--- config.mk ---
export PLATFORM = sky130hd
export DESIGN_NAME = pi_request_queue
export DESIGN_NICKNAME = d
export VERILOG_FILES = /design/src/rtl/pi_request_queue.sv
export SDC_FILE = /design/constraint.sdc
export NUM_CORES = 1
export LEC_CHECK = 0
export CORE_MARGIN = 2
export CORE_UTILIZATION = 57
export DETAILED_ROUTE_END_ITERATION = 10
export GPL_TIMING_DRIVEN = 0
export PLACE_DENSITY_LB_ADDON = 0.05
export SLEW_MARGIN = 25
export SYNTH_ARGS = -nofsm -noshare
export SYNTH_HDL_FRONTEND = slang
export SYNTH_SLANG_ARGS = --single-unit
--- constraint.sdc ---
create_clock -name sys_clk -period 2.8 [get_ports sys_clk]
set_clock_uncertainty 0.05 [all_clocks]
set_input_delay 0.84 -clock sys_clk [delete_from_list [all_inputs] [get_ports sys_clk]]
set_output_delay 0.84 -clock sys_clk [all_outputs]
set_load 0.005 [all_outputs]
--- src/rtl/pi_request_queue.sv ---
// Pi register-write decoder and request FIFO feeding the 68k access engine.
// Tracks one in-flight request, captures read results and drives busy.
module pi_request_queue #(
  parameter int DEPTH = 4
) (
  input  logic                       sys_clk,
  input  logic                       nRESET,
  input  logic                       pi_wr_stb,
  input  logic [2:0]                 pi_addr,
  input  logic [15:0]                pi_wdata,
  output logic                       req_valid,
  input  logic                       req_ready,
  output logic [23:0]                req_address,
  output logic [1:0]                 req_size,
  output logic                       req_read,
  output logic [2:0]                 req_fc,
  output logic [31:0]                req_data,
  input  logic                       done_stb,
  input  logic [31:0]                done_rdata,
  output logic [31:0]                rd_data,
  output logic                       busy,
  output logic                       full,
  output logic                       overflow,
  output logic [$clog2(DEPTH):0]     level
);

  localparam int AW = $clog2(DEPTH);
  localparam int LW = AW + 1;

  typedef struct packed {
    logic [23:0] addr;
    logic [1:0]  size;
    logic        rd;
    logic [2:0]  fc;
    logic [31:0] data;
  } entry_t;

  entry_t        mem_q [DEPTH];
  entry_t        mem_d [DEPTH];
  logic [AW-1:0] wr_ptr_q, wr_ptr_d;
  logic [AW-1:0] rd_ptr_q, rd_ptr_d;
  logic [LW-1:0] level_q, level_d;
  logic          inflight_q, inflight_d;
  logic          ovf_q, ovf_d;
  logic          pend_rd_q, pend_rd_d;
  logic [31:0]   rd_data_q, rd_data_d;
  logic [31:0]   stage_data_q, stage_data_d;
  logic [15:0]   stage_lo_q, stage_lo_d;

  entry_t head;
  entry_t new_ent;
  logic   not_empty;
  logic   pop;
  logic   commit;
  logic   push;

  assign not_empty = (level_q != '0);
  assign full      = (level_q == LW'(DEPTH));
  assign head      = not_empty ? mem_q[rd_ptr_q] : '0;
  assign req_valid = not_empty & ~inflight_q;
  assign pop       = req_valid & req_ready;
  assign commit    = pi_wr_stb & (pi_addr == 3'd3);
  // A full queue still accepts a commit when the head leaves this cycle.
  assign push      = commit & (~full | pop);

  assign new_ent.addr = {pi_wdata[7:0], stage_lo_q};
  assign new_ent.size = pi_wdata[9:8];
  assign new_ent.rd   = pi_wdata[10];
  assign new_ent.fc   = pi_wdata[13:11];
  assign new_ent.data = stage_data_q;

  assign req_address = head.addr;
  assign req_size    = head.size;
  assign req_read    = head.rd;
  assign req_fc      = head.fc;
  assign req_data    = head.data;
  assign rd_data     = rd_data_q;
  assign busy        = not_empty | inflight_q;
  assign overflow    = ovf_q;
  assign level       = level_q;

  always_comb begin
    mem_d        = mem_q;
    wr_ptr_d     = wr_ptr_q;
    rd_ptr_d     = rd_ptr_q;
    level_d      = level_q;
    inflight_d   = inflight_q;
    ovf_d        = ovf_q;
    pend_rd_d    = pend_rd_q;
    rd_data_d    = rd_data_q;
    stage_data_d = stage_data_q;
    stage_lo_d   = stage_lo_q;

    if (pi_wr_stb) begin
      case (pi_addr)
        3'd0: stage_data_d[15:0]  = pi_wdata;
        3'd1: stage_data_d[31:16] = pi_wdata;
        3'd2: stage_lo_d          = pi_wdata;
        3'd3: if (!push) ovf_d    = 1'b1;
        3'd5: ovf_d               = 1'b0;
        default: ;
      endcase
    end

    if (push) begin
      mem_d[wr_ptr_q] = new_ent;
      wr_ptr_d        = wr_ptr_q + AW'(1);
    end

    if (pop) begin
      rd_ptr_d   = rd_ptr_q + AW'(1);
      inflight_d = 1'b1;
      pend_rd_d  = head.rd;
    end else if (done_stb && inflight_q) begin
      inflight_d = 1'b0;
      if (pend_rd_q) rd_data_d = done_rdata;
    end

    case ({push, pop})
      2'b10:   level_d = level_q + LW'(1);
      2'b01:   level_d = level_q - LW'(1);
      default: level_d = level_q;
    endcase
  end

  always_ff @(posedge sys_clk or negedge nRESET) begin
    if (!nRESET) begin
      for (int i = 0; i < DEPTH; i++) mem_q[i] <= '0;
      wr_ptr_q     <= '0;
      rd_ptr_q     <= '0;
      level_q      <= '0;
      inflight_q   <= 1'b0;
      ovf_q        <= 1'b0;
      pend_rd_q    <= 1'b0;
      rd_data_q    <= '0;
      stage_data_q <= '0;
      stage_lo_q   <= '0;
    end else begin
      mem_q        <= mem_d;
      wr_ptr_q     <= wr_ptr_d;
      rd_ptr_q     <= rd_ptr_d;
      level_q      <= level_d;
      inflight_q   <= inflight_d;
      ovf_q        <= ovf_d;
      pend_rd_q    <= pend_rd_d;
      rd_data_q    <= rd_data_d;
      stage_data_q <= stage_data_d;
      stage_lo_q   <= stage_lo_d;
    end
  end

endmodule

==> out/results.txt, run 1 <==
outcome -> finished with violations
failing checks -> negative setup slack
IO Port Bufs -> 155
total power -> 21.2 mW
period utilisation layout -> 1.09
Starting Density -> 0.575
Final min period -> 3.06 ns
Placed Instances -> 1389
Mapped Avg Cell Area -> 16.6 um^2
Setup WS post-layout -> -0.263 ns
Synth area leaders -> dfrtp_1, mux2_2, mux4_2, nor2b_1, mux2_4
CP max stage cell -> dfrtp_2
Die X-Extent -> 165 um
Final GP Congestion -> 0.749
largest family of logic cells by synthesized area -> multiplexers
Synth top cells by count -> dfrtp_1, mux2_2, nor2b_1
Psw -> 5.87 mW
Critical Path Fanout Max -> 6
Synth cell types -> 32
Clock Latency Late Sink -> 0.51 ns
# rows -> 59
Synth Register Bits -> 338
Worst setup SP type -> flop
aggregate global-route resource usage -> 0.250
compound-gate portion of the synthesized area -> 0.00665
final global-route overflow total -> 0
vias in the first global route -> 8881
layout filler cell count -> 1662
most frequent cell after synthesis -> dfrtp_1
die height -> 165 um
fin nets -> 1198
die area -> 0.0274 mm^2
post-synthesis sequential area ratio -> 0.569
Comb pwr share -> 0.396
Power Dens Cells -> 1120 mW/mm^2
Post-synth EDFFs -> 0
first-pass GRT wire length -> 51500 um
antenna violations before repair -> 1
Critical Path Start -> rd_ptr_q[0]$_DFFE_PN0P_
CTS Buffer Depth -> 3
area share of fa/ha/maj cells after synthesis -> 0.00556
number of failing hold endpoints at the final stage -> 0
Worst EP arrival -> 2.17 ns
final WL -> 32900 um
# setup viols final -> 62
H-tree levels -> 2
Slew @ Worst Pin -> 0.936 ns
Synth top area share -> 0.569
unrepaired setup endpoints after global routing -> yes
CP max stage delay -> 0.43 ns
crit-path leading delay family -> buffers and inverters
sequential fraction of design power -> 0.376
P&R area growth vs syn -> 27.5%
cts bufs inserted -> 37
Max Fclk -> 327 MHz
Hold Crit Class -> in -> async
drt wl/cell -> 22.0 um
CTS Root Cell -> clkbuf_16
Util after Layout -> 0.733
n_diodes -> 0
CP Cell Sequence -> buf_12 -> buf_12 -> buf_8 -> buf_6 -> mux4_2 -> nor2b_1 -> buf_2
Detail Route Antenna Nets -> 0
Place WS -> -0.775 ns
clock-pin slew on the worst setup and hold paths -> 0.06 ns
DRT Pass-1 Iters -> 4
Critical R2R Launch -> level[2]$_DFFE_PN0P_
Max-slew headroom -> 0.374
share of layout cells above drive strength 1 -> 0.570
initial DRC count -> 409
Max Cap Violations -> 0
Synth Area in XOR/XNOR -> 0.00354
CP Buf/Inv Count -> 5
Max VDD drop -> 0.695 mV
ys flop type -> dfrtp_1
pin count of the biggest net entering global routing -> 94
CP Data Required Time -> 1.91 ns
Vias/cell -> 5.69
Syn Nets -> 957
Async S/R FF share, synth -> 1.00
Mapped Cells -> 895
Simple-Gate Fraction of Synth Area -> 0.0358
Synth Warn # -> 0
IO Count -> 157
cell-internal power -> 15.3 mW
Final Non-Filler Cells -> 1495
sw frac -> 0.277
Num Clock Sinks -> 338
Setup crit end kind -> output port
CTS tree -> yes
DRC Markers -> 0
Final Max Tran Viols -> 0
post-DP HPWL -> 20300 um
leakage -> 8.72 nW
Clk pwr share -> 0.229
synthesized area -> 0.0149 mm^2
proportion of synthesized area in mux cells -> 0.350
DR vias -> 8502
Worst Path Class, Setup -> reg -> out
Core Region -> 0.0258 mm^2
CP dominant cell by count -> buf_12
post-synth top area cell -> dfrtp_1
==> per-layer routing <==
metal,GRT usage,vias up,part of all wire
li1,-,3737,-
met1,0.364,4514,0.45
met2,0.401,200,0.48
met3,0.0380,51,0.054
met4,0.0619,0,0.021
met5,0,-,0
==> cells by family (layout without fill, tap and decap cells) <==
logic type | count (synthesis) | after routing
multiplexers | 393 | 393
buffers and inverters | 62 | 327
XOR/XNOR | 6 | 6
flip-flops | 338 | 338
AO/OA/AOI/OAI | 7 | 7
adder cells (fa/ha/maj) | 6 | 6
AND/OR/NAND/NOR | 83 | 83
==> metrics by stage <==
stage / cell area, um^2 / hold WS (ns) / TNS (ns)
2_1_floorplan: 14900 / 0.425 / 0
3_3_place_gp: 16800 / 0.434 / -4854.15
3_5_place_dp: 16900 / 0.440 / -127.86
4_1_cts: 18900 / 0.150 / -11.14
5_1_grt: 18900 / 0.163 / -11.85
6_report: 18900 / 0.150 / -8.70
==> registers in the layout, indices dropped and copies added (netlist names) <==
| signal | flops |
|---|---|
| mem_q | 248 |
| rd_data | 32 |
| stage_data_q | 32 |
| stage_lo_q | 16 |
| level | 3 |
| rd_ptr_q | 2 |
| wr_ptr_q | 2 |
| inflight_q | 1 |
| overflow | 1 |
| pend_rd_q | 1 |
==> power groups by stage <==
stage          Combinational (mW)  Clock [mW]  Sequential (mW)
2_1_floorplan                4.38           0             7.64
3_3_place_gp                 7.14           0             7.91
3_5_place_dp                 7.27           0             7.96
4_1_cts                      8.39        4.93             7.93
5_1_grt                      9.03        5.15             8.20
6_report                     8.38        4.84             7.95
==> layout by cell type (no fill, tap or decap), drive strengths merged, types with 2 or more instances in the layout <==
| master | synthesis | layout |
|---|---|---|
| dfrtp | 338 | 338 |
| mux2 | 330 | 330 |
| buf | 39 | 152 |
| clkdlybuf4s50 | 0 | 90 |
| clkbuf | 15 | 68 |
| nor2b | 63 | 63 |
| mux4 | 62 | 62 |
| inv | 8 | 8 |
| nand2 | 6 | 6 |
| ha | 5 | 5 |
| a211oi | 5 | 5 |
| xor2 | 4 | 4 |
| clkinv | 0 | 4 |
| nor2 | 4 | 4 |
| bufinv | 0 | 3 |
| nand3 | 2 | 2 |
| xnor2 | 2 | 2 |
| dlymetal6s2s | 0 | 2 |
| nor3b | 2 | 2 |
==> path summary, 6_finish.rpt <==
| kind | to | slack (ns) | cells past startpoint |
|---|---|---|---|
| max in group asynchronous | rd_data[0]$_DFFE_PN0P_ | 1.41 | 3 |
| worst min register to register | mem_q[86]$_DFFE_PN0P_ | 0.45 | 1 |
| worst min-delay path | mem_q[210]$_DFFE_PN0P_ | 0.15 | 1 |
| worst max register to register | mem_q[146]$_DFFE_PN0P_ | 0.48 | 5 |
| worst max-delay path | req_data[11] | -0.26 | 7 |
| min in group sys_clk | mem_q[86]$_DFFE_PN0P_ | 0.45 | 1 |
==> repair_timing <==
action                                  4_1_cts  5_1_grt
hold endpoints to repair                      0        0
cloned                                        5        0
endpoints found under the setup margin       65       66
hold buffers                                  0        0
pin swaps                                     1        1
setup buffers                                42        2
resized for setup                           390       32
==> layout make-up <==
type | instances | area (um^2) | share of cell area
Clock buffer | 56 | 1110 | 0.0584
Inverter | 8 | 30.0 | 0.00158
Buffer | 53 | 598 | 0.0316
Tap cell | 335 | 419 | 0.0221
Sequential cell | 338 | 8460 | 0.447
Multi-Input combinational cell | 495 | 6280 | 0.331
Clock inverter | 7 | 110 | 0.00581
Timing Repair Buffer | 203 | 1940 | 0.102
(Power assumes the default switching activity.)
==> inputs of run 2 (changes only) <==
--- a/config.mk
+++ b/config.mk
@@ -9,6 +9,7 @@
 export CORE_UTILIZATION = 57
 export DETAILED_ROUTE_END_ITERATION = 10
 export GPL_TIMING_DRIVEN = 0
+export MAX_ROUTING_LAYER = met4
 export PLACE_DENSITY_LB_ADDON = 0.05
 export SLEW_MARGIN = 25
 export SYNTH_ARGS = -nofsm -noshare
==> run 2 against run 1 <==
The flow still finishes with violations (negative setup slack). Register-to-register slack about the same. Wire length about the same. Largest cell class unchanged. Combinational power barely moved. Sequential share of layout area barely moved. Fmax increased by 0.11%. Sequential cell count did not move. Via count about the same.
==> out/results.txt, run 2 (synthesis results as in run 1) <==
number of flip-flops in the largest register -> 248 (unchanged)
Num Clock Sinks -> 338 (unchanged)
Max Fclk -> 327 MHz (+0.11%)
P&R area growth vs syn -> 27.5% (about the same)
first-pass GRT wire length -> 51500 um (about the same)
Hold Crit Class -> in -> async
outcome -> finished with violations
Max Cap Violations -> 0 (unchanged)
Slew @ Worst Pin -> 0.962 ns (+0.0263 ns)
IO Count -> 157 (unchanged)
clock-pin slew on the worst setup and hold paths -> 0.06 ns (about the same)
Placed Instances -> 1389 (unchanged)
Max VDD drop -> 0.696 mV (+0.14%)
Worst setup SP type -> flop
Place WS -> -0.775 ns (unchanged)
DRT Pass-1 Iters -> 4 (unchanged)
period utilisation layout -> 1.09 (-0.00119)
most common cell after layout, fill and taps aside -> dfrtp_1
most frequent cells in the layout -> dfrtp_1, mux2_2, clkdlybuf4s50_1, buf_2, mux4_2
Power Dens Cells -> 1120 mW/mm^2 (about the same)
DR vias -> 8510 (+0.094%)
Core Region -> 0.0258 mm^2 (unchanged)
Final Max Tran Viols -> 0 (unchanged)
# hold bufs at CTS -> 0 (unchanged)
share of layout cells above drive strength 1 -> 0.570 (unchanged)
CTS tree -> yes
CP Data Required Time -> 1.91 ns (about the same)
path depth of the worst reg2reg path -> 5 (unchanged)
Critical R2R Launch -> level[2]$_DFFE_PN0P_
IO Port Bufs -> 155 (unchanged)
failing checks -> negative setup slack
Worst EP arrival -> 2.17 ns (about the same)
pin count of the biggest net entering global routing -> 94 (unchanged)
Top reg by flops -> mem_q
drt wl/cell -> 22.0 um (about the same)
fin nets -> 1198 (unchanged)
DRC Markers -> 0 (unchanged)
Setup crit end kind -> output port
CTS Buffer Depth -> 3 (unchanged)
Max-slew headroom -> 0.357 (-0.0176)
vias in the first global route -> 8869 (-0.14%)
total power -> 21.2 mW (about the same)
H-tree levels -> 2 (unchanged)
Detail Route Antenna Nets -> 0 (unchanged)
final global-route overflow total -> 0 (unchanged)
Util after Layout -> 0.734 (about the same)
RR Endpoint -> mem_q[146]$_DFFE_PN0P_
Final min period -> 3.06 ns (-0.00334 ns)
antenna violations before repair -> 1 (unchanged)
Die X-Extent -> 165 um (unchanged)
# setup viols final -> 62 (unchanged)
# rows -> 59 (unchanged)
Critical Path Fanout Max -> 6 (unchanged)
Vias/cell -> 5.69 (about the same)
die height -> 165 um (unchanged)
Starting Density -> 0.575 (unchanged)
Clock Latency Late Sink -> 0.51 ns (about the same)
cts bufs inserted -> 37 (unchanged)
CTS Root Cell -> clkbuf_16
final WL -> 32900 um (about the same)
unrepaired setup endpoints after global routing -> yes
leakage -> 8.72 nW (about the same)
die area -> 0.0274 mm^2 (unchanged)
initial DRC count -> 431 (+5.4%)
post-DP HPWL -> 20300 um (unchanged)
aggregate global-route resource usage -> 0.258 (+0.00760)
Reg2Reg Setup Slack -> 0.49 ns (about the same)
Setup WS post-layout -> -0.259 ns (+0.00334 ns)
Final GP Congestion -> 0.758 (+1.3%)
number of failing hold endpoints at the final stage -> 0 (unchanged)
Final Non-Filler Cells -> 1496 (+0.067%)
Worst Path Class, Setup -> reg -> out
==> run 2: cell count changes in the layout (fill, tap and decap cells not counted), sizes merged <==
| cell | change |
|---|---|
| diode | +1 |
==> run 2: worst max-delay path by stage <==
| stage | slack (ns) | to | cells after the start | from |
|---|---|---|---|---|
| final | -0.26 | req_data[11] | 7 | rd_ptr_q[0]$_DFFE_PN0P_ |
| after global routing | -0.30 | req_data[4] | 7 | rd_ptr_q[0]$_DFFE_PN0P_ |
| after CTS | -0.26 | req_data[10] | 7 | rd_ptr_q[0]$_DFFE_PN0P_ |
| after detailed placement | -0.77 | req_data[31] | 5 | level[1]$_DFFE_PN0P_ |
| after global placement | -14.01 | mem_q[182]$_DFFE_PN0P_ | 1 | nRESET |
| after floorplan | 0.33 | level[2]$_DFFE_PN0P_ | 9 | pi_addr[2] |
==> run 2: cell type report <==
type                    instances  area [um^2]
flip-flops and latches        338         8460
fillers                      1661         6890
multi-input cells             495         6280
repair buffers                203         1940
clock buffers                  56         1110
plain buffers                  53          598
well taps                     335          419
clock inverters                 7          110
inverters                       8         30.0
diodes                          1         2.50
==> run 2: metrics by stage <==
stage / TNS, ns / hold slack [ns] / cell area (um^2)
after floorplan: 0 / 0.425 / 14900
after global placement: -4854.15 / 0.434 / 16800
after detailed placement: -127.86 / 0.440 / 16900
after CTS: -11.14 / 0.150 / 18900
after global routing: -11.85 / 0.164 / 18900
final: -8.65 / 0.151 / 19000
==> run 2: power by group <==
group,switching (mW),total (mW),internal (mW)
registers,1.12,7.95,6.83
clock network,1.86,4.85,2.99
logic,2.89,8.38,5.49
total,5.87,21.2,15.3
==> run 2: what timing repair did <==
item / 4_1_cts / 5_1_grt
gates resized for setup: 390 / 32
gates cloned: 5 / 0
pin swaps: 1 / 1
endpoints found under the setup margin: 65 / 66
buffers inserted: 42 / 2
==> run 2: routing by layer <==
layer  GRT usage  part of all wire  vias to the layer above
met4      0.0619             0.021                        0
met2       0.401              0.48                      207
met5           -                 0                        -
li1            -                 -                     3742
met3      0.0365             0.055                       52
met1       0.366              0.45                     4509
==> run 2: critical path, stage by stage (launching register included) <==
cell and delay [ns]:
dfrtp_2 0.43, buf_12 0.16, buf_12 0.13, buf_8 0.13, buf_6 0.11, mux4_2 0.42, nor2b_1 0.14, buf_2 0.14
==> inputs of run 3 (changes only) <==
--- a/config.mk
+++ b/config.mk
@@ -6,7 +6,7 @@
 export NUM_CORES = 1
 export LEC_CHECK = 0
 export CORE_MARGIN = 2
-export CORE_UTILIZATION = 57
+export CORE_UTILIZATION = 61
 export DETAILED_ROUTE_END_ITERATION = 10
 export GPL_TIMING_DRIVEN = 0
 export MAX_ROUTING_LAYER = met4
==> constraint.sdc (replaced) <==
create_clock -name sys_clk -period 3.6 [get_ports sys_clk]
set_clock_uncertainty 0.05 [all_clocks]
set_input_delay 1.08 -clock sys_clk [delete_from_list [all_inputs] [get_ports sys_clk]]
set_output_delay 1.08 -clock sys_clk [all_outputs]
set_load 0.005 [all_outputs]
==> run 3 against run 2 <==
The run now ends clean. Non-clock buffer count decreased by 44. First-iteration DRC count up 3.9%. Wire length down 2.4%. Combinational power shrank 31%. Design area shrank 3.8%. Die area fell by 6.4%. Count of clock-buffer cells in the layout shrank 7. Total power shrank 26%. Via count decreased by 2.6%. Hold slack improved by 0.21 ns. Sequential share of layout area grew 1.7 points. Largest power group is now sequential cells.
==> out/results.txt, run 3 (synthesis results as in run 1) <==
outcome -> completed
Max Fclk -> 282 MHz
Num Clock Sinks -> 338 (unchanged)
vias in the first global route -> 8983 (+1.3%)
pin count of the biggest net entering global routing -> 93 (-1.1%)
share of layout cells above drive strength 1 -> 0.458 (-0.112)
most frequent cells in the layout -> dfrtp_1, mux2_2, clkdlybuf4s50_1, nor2b_1, mux4_2
number of flip-flops in the largest register -> 248 (unchanged)
most common cell after layout, fill and taps aside -> dfrtp_1
Clock Latency Late Sink -> 0.52 ns (about the same)
Vias/cell -> 5.76 (+1.2%)
Fin Setup TNS -> 0 ns (+8.65 ns)
leakage -> 8.18 nW (-6.2%)
P&R area growth vs syn -> 22.7%
Core Region -> 0.0241 mm^2 (-6.7%)
unrepaired setup endpoints after global routing -> yes
Power Dens Cells -> 858 mW/mm^2 (-23%)
clock-pin slew on the worst setup and hold paths -> 0.06 ns (about the same)
Final Max Tran Viols -> 0 (unchanged)
die height -> 160 um (-3.3%)
H-tree levels -> 2 (unchanged)
crit-path leading delay family -> buffers and inverters
Final min period -> 3.54 ns
# hold bufs at CTS -> 0 (unchanged)
CTS Buffer Depth -> 3 (unchanged)
Util after Layout -> 0.757 (+0.0231)
Worst setup SP type -> flop
CP Data Required Time -> 2.47 ns (+0.56 ns)
# rows -> 57 (-3.4%)
number of failing hold endpoints at the final stage -> 0 (unchanged)
IO Port Bufs -> 155 (unchanged)
drt wl/cell -> 22.3 um (+1.5%)
DRT Pass-1 Iters -> 4 (unchanged)
final global-route overflow total -> 0 (unchanged)
n_diodes -> 0 (-1)
CP Buf/Inv Count -> 2 (-3)
die area -> 0.0256 mm^2 (-6.4%)
antenna violations before repair -> 0 (-1)
Worst EP arrival -> 2.41 ns (+0.24 ns)
Starting Density -> 0.617 (+0.0413)
initial DRC count -> 448 (+3.9%)
cts bufs inserted -> 36 (-2.7%)
DRC Markers -> 0 (unchanged)
IO Count -> 157 (unchanged)
Hold Crit Class -> in -> async
CP max stage delay -> 0.57 ns (+0.14 ns)
Setup crit end kind -> output port
layout filler cell count -> 1535 (-7.6%)
CTS tree -> yes
period utilisation layout -> 0.984
final WL -> 32100 um (-2.4%)
total power -> 15.7 mW (-26%)
postcts setup bufs -> 0 (-100%)
Top reg by flops -> mem_q
CP Cell Sequence -> clkbuf_4 -> mux4_2 -> nor2b_1 -> clkdlybuf4s50_1
Detail Route Antenna Nets -> 0 (unchanged)
post-DP HPWL -> 20700 um (+2.3%)
Worst Path Class, Setup -> reg -> out
Final GP Congestion -> 0.771 (+1.7%)
Max VDD drop -> 0.543 mV (-22%)
CP max stage cell -> clkdlybuf4s50_1
fin nets -> 1153 (-3.8%)
# setup viols final -> 0 (-100%)
first-pass GRT wire length -> 51300 um (-0.44%)
Max-slew headroom -> 0.380 (+0.0226)
DR vias -> 8285 (-2.6%)
Die X-Extent -> 160 um (-3.3%)
Slew @ Worst Pin -> 0.928 ns (-0.0339 ns)
Critical Path Fanout Max -> 10 (+4)
Max Cap Violations -> 0 (unchanged)
CTS Root Cell -> clkbuf_16
aggregate global-route resource usage -> 0.268 (+0.0108)
-- run 3: cell count changes in the layout (fill, tap and decap cells not counted), moves of 10 or more --
cell,change
buf_12,-14
buf_2,-57
buf_4,-14
buf_6,-16
clkbuf_8,-10
clkdlybuf4s50_1,+64
nor2b_1,+39
nor2b_4,-39
-- run 3: power breakdown --
part           internal [mW]  switching, mW
registers               5.31          0.886
clock network           2.22           1.48
logic                   3.81           1.95
-- run 3: worst reg2reg max path: cells and delay by family, from the launching register on --
kind | cells | cell delay, ns
simple gates | 2 | 0.65
flops | 1 | 0.47
compound gates | 1 | 0.26
xor+xnor | 2 | 0.30
buf+inv | 2 | 0.17
fa+ha+maj | 2 | 0.55
-- run 3: repair_timing --
action                     CTS  global route
setup endpoints to repair   62            35
pin swaps                    0             0
hold endpoints to repair     0             0
gates resized for setup     32            18
gates cloned                 0             0
-- run 3: path summary, 6_finish.rpt --
path	start	cells after the start	end	slack, ns
worst max-delay path	rd_ptr_q[1]$_DFFE_PN0P_	4	req_size[1]	0.06
min in group sys_clk	mem_q[101]$_DFFE_PN0P_	1	mem_q[101]$_DFFE_PN0P_	0.45
worst max register to register	level[0]$_DFFE_PN0P_	9	level[2]$_DFFE_PN0P_	1.08
worst min register to register	mem_q[101]$_DFFE_PN0P_	1	mem_q[101]$_DFFE_PN0P_	0.45
max in group asynchronous	nRESET	4	rd_ptr_q[1]$_DFFE_PN0P_	1.73
worst min-delay path	nRESET	1	mem_q[211]$_DFFE_PN0P_	0.36
-- run 3: per-layer routing --
layer  vias to the layer above  wire length, um  track usage  part of all wire
met1                      4393            14000        0.370              0.44
met2                       209            15600        0.426              0.49
li1                       3639                -            -                 -
met5                         -                0            -                 0
met4                         0              633       0.0659             0.020
met3                        44             1900       0.0423             0.059
-- run 3: per-stage QoR --
step           cells  hold slack (ns)  cell area (um^2)  setup WS [ns]
2_1_floorplan    895            0.425             14900          0.886
3_3_place_gp    1374            0.433             16800         -13.30
3_5_place_dp    1378            0.440             16900         -0.185
4_1_cts         1439            0.361             18200         0.0155
5_1_grt         1439            0.375             18200       0.000693
6_report        1439            0.361             18200         0.0562
-- run 3: layout make-up --
| class | instances | area (um^2) | share of cell area |
|---|---|---|---|
| Buffer | 53 | 517 | 0.0283 |
| Clock buffer | 49 | 1030 | 0.0565 |
| Clock inverter | 13 | 153 | 0.00837 |
| Inverter | 8 | 30.0 | 0.00165 |
| Multi-Input combinational cell | 495 | 5980 | 0.328 |
| Sequential cell | 338 | 8460 | 0.464 |
| Tap cell | 324 | 405 | 0.0222 |
| Timing Repair Buffer | 159 | 1670 | 0.0914 |
